--- src/rtl/instr_encoder.sv ---
// instr_encoder: packs decoded RV32I fields into a 32-bit instruction word behind a one-deep valid/ready stage.
// Define IMM_CHECK_EN to substitute a NOP for immediates that are out of range or misaligned for their format.
module instr_encoder #(
  parameter logic [31:0] BASE_ADDR = 32'h0000_0000,
  parameter int ERR_CNT_W = 8
) (
  input  logic                 clk,
  input  logic                 rst_n,
  input  logic                 clear,
  input  logic                 in_valid,
  output logic                 in_ready,
  input  logic [2:0]           fmt,
  input  logic [6:0]           opcode,
  input  logic [2:0]           funct3,
  input  logic [6:0]           funct7,
  input  logic [4:0]           rd,
  input  logic [4:0]           rs1,
  input  logic [4:0]           rs2,
  input  logic [31:0]          imm,
  output logic                 out_valid,
  input  logic                 out_ready,
  output logic [31:0]          out_instr,
  output logic [31:0]          out_addr,
  output logic                 out_err,
  output logic [ERR_CNT_W-1:0] err_count
);
  typedef enum logic {EMPTY, FULL} state_t;
  state_t state;
  logic [29:0] wcnt;
  logic [31:0] w_r, w_i, w_s, w_b, w_u, w_j, enc, next_instr;
  logic in_hs, out_hs, range_err, bad;
  assign out_valid = (state == FULL);
  assign in_ready = !out_valid || out_ready;
  assign in_hs = in_valid && in_ready;
  assign out_hs = out_valid && out_ready;
  assign out_addr = BASE_ADDR + {wcnt, 2'b00};
  assign w_r = {funct7, rs2, rs1, funct3, rd, opcode};
  assign w_i = {imm[11:0], rs1, funct3, rd, opcode};
  assign w_s = {imm[11:5], rs2, rs1, funct3, imm[4:0], opcode};
  assign w_b = {imm[12], imm[10:5], rs2, rs1, funct3, imm[4:1], imm[11], opcode};
  assign w_u = {imm[31:12], rd, opcode};
  assign w_j = {imm[20], imm[10:1], imm[11], imm[19:12], rd, opcode};
  assign enc = fmt == 3'd0 ? w_r :
               fmt == 3'd1 ? w_i :
               fmt == 3'd2 ? w_s :
               fmt == 3'd3 ? w_b :
               fmt == 3'd4 ? w_u : w_j;
`ifdef IMM_CHECK_EN
  // Range checks reduce to "all bits above the field's sign bit equal the sign bit".
  assign range_err = (fmt == 3'd1 || fmt == 3'd2) ? (imm[31:11] != {21{imm[11]}}) :
                     fmt == 3'd3 ? (imm[31:12] != {20{imm[12]}}) || imm[0] :
                     fmt == 3'd4 ? |imm[11:0] :
                     fmt == 3'd5 ? (imm[31:20] != {12{imm[20]}}) || imm[0] : 1'b0;
`else
  assign range_err = 1'b0;
`endif
  assign bad = (fmt[2] && fmt[1]) || range_err;
  assign next_instr = bad ? 32'h0000_0013 : enc;
  always_ff @(posedge clk or negedge rst_n) begin
    if (!rst_n) begin
      state     <= EMPTY;
      out_instr <= '0;
      out_err   <= 1'b0;
      wcnt      <= '0;
      err_count <= '0;
    end else if (clear) begin
      state     <= EMPTY;
      out_instr <= '0;
      out_err   <= 1'b0;
      wcnt      <= '0;
      err_count <= '0;
    end else begin
      if (out_hs) begin
        wcnt <= wcnt + 30'd1;
        if (out_err && err_count != {ERR_CNT_W{1'b1}}) err_count <= err_count + 1'b1;
      end
      if (in_hs) begin
        state     <= FULL;
        out_instr <= next_instr;
        out_err   <= bad;
      end else if (out_hs) begin
        state <= EMPTY;
      end
    end
  end
endmodule

--- config.mk ---
export PLATFORM = sky130hd
export DESIGN_NAME = instr_encoder
export DESIGN_NICKNAME = d
export VERILOG_FILES = /design/src/rtl/instr_encoder.sv
export SDC_FILE = /design/constraint.sdc
export NUM_CORES = 1
export LEC_CHECK = 0
export ABC_AREA = 0
export BUFFER_PORTS_ARGS = -buffer_cell sky130_fd_sc_hd__buf_4
export CAP_MARGIN = 10
export CORE_AREA = 2 2 119 121
export DETAILED_ROUTE_END_ITERATION = 10
export DIE_AREA = 0 0 121 123
export GPL_TIMING_DRIVEN = 0
export PLACE_DENSITY = 0.54
export SLEW_MARGIN = 25
export SYNTH_ARGS = -nofsm -noshare
export SYNTH_HDL_FRONTEND = slang
export SYNTH_SLANG_ARGS = --single-unit
--- constraint.sdc ---
create_clock -name clk -period 2.2 [get_ports clk]
set_input_delay 0.33 -clock clk [delete_from_list [all_inputs] [get_ports clk]]
set_output_delay 0.33 -clock clk [all_outputs]
set_load 0.1 [all_outputs]
**Word-level counts from Yosys, hierarchy flattened**

Index checks and enable logic that the tools add are counted.

- $add $sub $neg: 2
- Reduce and logical (&&, ||, !) cells: 12
- Multiplexer cells: 18
- Equal/unequal tests: 5

Operators with widths:

| kind | count |
|---|---|
| 32-bit 2-to-1 mux | 8 |
| 30-bit 2-to-1 mux | 2 |
| 30-bit by 1-bit adder with 30-bit output (second input constant) | 1 |
| 8-bit 2-to-1 mux | 3 |
| 8-bit by 1-bit adder with 8-bit output (second input constant) | 1 |
| 8-bit inequality test (second input constant) | 1 |
| 3-bit by 2-bit == test with 1-bit output (second input constant) | 2 |
| 2-bit nonzero test | 3 |
| 1-bit 2-to-1 mux | 5 |
| 1-bit logical AND | 4 |
| 3-bit by 1-bit == test with 1-bit output (second input constant) | 1 |
| 3-bit == test (second input constant) | 1 |
| 3-bit zero test | 1 |
| 3-bit nonzero test | 1 |
| 2-bit AND reduction | 1 |
| 1-bit zero test | 1 |
| 1-bit logical OR | 1 |

- Word-level logic and storage cells: 42
- Bits of input ports: 72
- Register bits after elaboration: 72
- Output and inout bits: 75

**Depth between registers and ports, before layout**

- Depth in word-level cells: 9
- Depth in mapped cells: 6
- Mapped depth without buffers: 5

**Least setup slack after synthesis**

No wires, ideal clock.

- Path type: flip-flop to flip-flop
- From: register state, in the netlist out_valid
- To: register out_instr[20]
- Buffers on the path: 1
- Arrival: 2,943 ps
- Library setup time: 110 ps
- Required time: 2,090 ps
- Clock period less this slack: 3,054 ps
- Cell stages (with the launch flop): 6
- Setup slack: -854 ps
- Path through: dfrtp_1 -> nand2b_1 -> a21oi_1 -> clkbuf_1 -> nand2_1 -> o41ai_1

- Longest elaborated chain between the ends: 4

RTL lines:

| what | RTL line | source |
|---|---|---|
| start: declaration | 28 | `state_t state;` |
| start signal: assignment | 61 | `state <= EMPTY;` |
| start signal: assignment | 67 | `state <= EMPTY;` |
| start signal: assignment | 78 | `state <= FULL;` |
| 1-bit zero test | 33 | `assign in_ready = !out_valid \|\| out_ready;` |
| 1-bit logical OR | 33 |  |
| net in_ready | 11 | `output logic in_ready,` |
| 1-bit logical AND | 34 | `assign in_hs = in_valid && in_ready;` |
| 2-bit nonzero test (no source line) | n/a |  |
| end signal: assignment | 79 | `out_instr <= next_instr;` |
| end: declaration | 22 | `output logic [31:0] out_instr,` |

The timed path passes the listed nets, and every way through them passes these cells.
A chain may end at the register's enable or synchronous reset.

**Worst setup path after layout**

- From: register wcnt[0]
- To: register wcnt[20]

- Longest elaborated chain between the ends: 3

RTL lines:

| what | RTL line | source |
|---|---|---|
| start: declaration | 29 | `logic [29:0] wcnt;` |
| start signal: assignment | 74 | `wcnt <= wcnt + 30'd1;` |
| 30-bit by 1-bit adder with 30-bit output | 74 |  |
| 30-bit 2-to-1 mux | 73 | `if (out_hs) begin` |
| 30-bit 2-to-1 mux | 66 | `end else if (clear) begin` |

No other way between the ends. The select of a mux whose other input is x is not followed.

==> out/results.ini <==
[status]
outcome=finished, final reports clean

[detailed_routing]
wirelength_um=12340
wl_per_cell_um=16.56
drtAntennaViolNets=0
viasPerCell=5.140
vias=3829
drtIter0Drc=175
firstDrtPassIters=6
drt_drc_violations_left=0

[setup_path]
path_delay_family=simple AND/OR/NAND/NOR gates
path_buf_inv=1
worstPathArrival_ns=2.31
crit_path_top_delay_cell=dfrtp_4
start_kind=register
worstPathRequired_ns=2.46
endpoint_kind=register
critPathMaxFanout=8
cpPeakStageDelay_ns=0.46
startpoint=wcnt[0]
critPathKind=reg2reg
reg2reg_from=wcnt[0]
crit_top_cell=or4_1
worstPathCellList=ha_4 > nand4_4 > or4_1 > buf_6 > or4_1 > a21oi_1

[cells_and_area]
diodes=0
fin_nets=634
multi_input_area_um2=1851
fillers=1373
final-seq-area_um2=1852
drive_gt1_share_pct=35.58
final_cells=745
syn_to_final_growth_pct=44.88

[run]
max-cap-violations=0

[synth]
netlist.area_leader.share_pct=47.87
ys_seq_area_share_pct=47.87
synth-edff-count=0
postSynthAreaPerCell_um2=9.293
synthTopCellsByCount=72 x dfrtp_1, 41 x nand2_1, 40 x a21oi_1
synthArstFlopShare_pct=100.0
ys_top_cells_by_area=dfrtp_1 48%, a21oi_1 5.3%, o21ai_0 4.9%
synth_ff_type=dfrtp_1
synth_cells=405
ys_seq_elements=72
yosysWarnings=0
netlist_area_um2=3764
synth_top_area_cell=dfrtp_1
yosysMostFrequentCell=dfrtp_1
synth.distinct_cells=49

[pwr]
p_int_mw=2.497
p_leak_nw=2.432
power_density_nw_per_um2=658.1
power.switching_mw=1.092
pwr-share-seq_pct=38.9
clkPwrFrac_pct=41.8
power_frac_comb_pct=19.3
swShare_pct=30.43
peakVddDrop_uv=285.6

[floorplan]
coreArea_um2=13610
die_w_um=121
initial_core_util_pct=27.65
pin_count=147
fp.dieArea_um2=14880
die_y_um=123
placementRows=43

[clock_tree]
cts_tree=done
cts_root_buffer=clkbuf_16
cts.sinks=72
clock_path_buffers=2
h-tree-depth=3
clkTransAtPathRegs_ns=0.06
post_cts_buffers=0
clk_latency_ns=0.34
cts_buffers=9

[sta]
grt_setup_unrepaired=no
finalClockSkew_ns=0.007926
worst_pin_slew_ns=0.7154
setup_tns_ns=0
max_freq_mhz=486.0
finalSetupViolations=0
slew-limit-headroom_pct=52.31
slew_viol_final=0
post-route-min-period_ns=2.058
finalCritPeriodShare_pct=93.53
hold_viol=0

[global_route]
grt_pass1_vias=3903
grt_pass1_wl_um=19710
grt_max_degree=73
overflow=0
track_usage_pct=17.02
antenna_found_initial=0

[placement]
io_buffer_count=143
place_congestion=0.8792
place_inst=729
dp_hpwl_um=9230

[worst_hold_path]
hold_class=in2async

-- per-stage QoR --
stage	area, µm²	hold WS [ns]	power [mW]	setup slack (ns)	utilization (%)
after floorplan	3844	0.03441	1.852	0.01442	-
after global placement	5142	0.4618	2.109	0.1113	37.78
after detailed placement	5142	0.4692	2.114	0.1008	37.78
after CTS	5443	0.1906	3.628	0.1026	39.99
after global routing	5453	0.08514	3.716	0.01678	40.06
final	5453	0.006211	3.589	0.1423	40.06
-- final timing paths --
| kind | to | slack [ns] | cells after the start |
|---|---|---|---|
| setup reg to reg | wcnt[20] | 0.14 | 6 |
| setup / recovery | wcnt[20] | 0.14 | 6 |
| max in group asynchronous | wcnt[18] | 1.64 | 1 |
| min in group clk | out_instr[2] | 0.21 | 2 |
| hold / removal | wcnt[9] | 0.006 | 1 |
| hold reg to reg | out_instr[14] | 0.48 | 2 |
-- cell usage in the layout, fill, tap and decap left out, drive strengths merged, types with 5 or more instances in the layout --
cell,n
o21ai,37
o22ai,6
nand4,12
or3,12
inv,9
mux2i,12
and4,7
a22oi,7
clkbuf,29
o31ai,11
nand2,41
xnor2,6
a21oi,40
buf,148
dfrtp,72
or4,11
nand3,18
nor2,27
xor2,5
nor2b,5
-- sequential cells by signal (all words and copies together), names as in the netlist --
name / flops
out_valid: 1
out_instr: 32
wcnt: 30
out_err: 1
err_count: 8
-- cell families (layout without fill, tap and decap cells) --
kind of cell,count (synthesis),in the layout,share of synthesized area [%]
compound gates,121,121,19.25
mux,15,15,4.089
flops,72,72,47.87
xor+xnor,11,11,2.560
fa+ha+maj,2,2,0.6648
buf+inv,32,191,3.756
simple gates,151,151,21.71
other cells,1,2,0.09964
-- repair_timing --
action,in CTS,in global routing
setup endpoints to repair,0,3
hold buffers,0,0
gates resized for setup,0,1
-- power by group through the flow --
stage | clock, mW | sequential [mW] | combinational [mW]
after floorplan | 0 | 1.70 | 0.154
after global placement | 0 | 1.42 | 0.692
after detailed placement | 0 | 1.42 | 0.697
after CTS | 1.54 | 1.39 | 0.698
after global routing | 1.58 | 1.40 | 0.735
final | 1.50 | 1.39 | 0.693
-- layer usage --
| layer | share of wire, % | vias up | track usage (%) |
|---|---|---|---|
| met3 | 7.9 | 16 | 4.751 |
| met5 | 0 | - | 0 |
| met2 | 49 | 157 | 28.97 |
| met4 | 1.9 | 0 | 7.340 |
| met1 | 41 | 1847 | 20.13 |
| li1 | - | 1809 | - |
-- layout make-up --
type	instances	area share, %
flip-flops and latches	72	33.96
multi-input cells	302	33.94
repair buffers	143	19.76
clock buffers	13	4.773
well taps	180	4.130
plain buffers	22	2.019
clock inverters	3	0.7343
inverters	10	0.6884
Power figures use the tool's default switching activity.
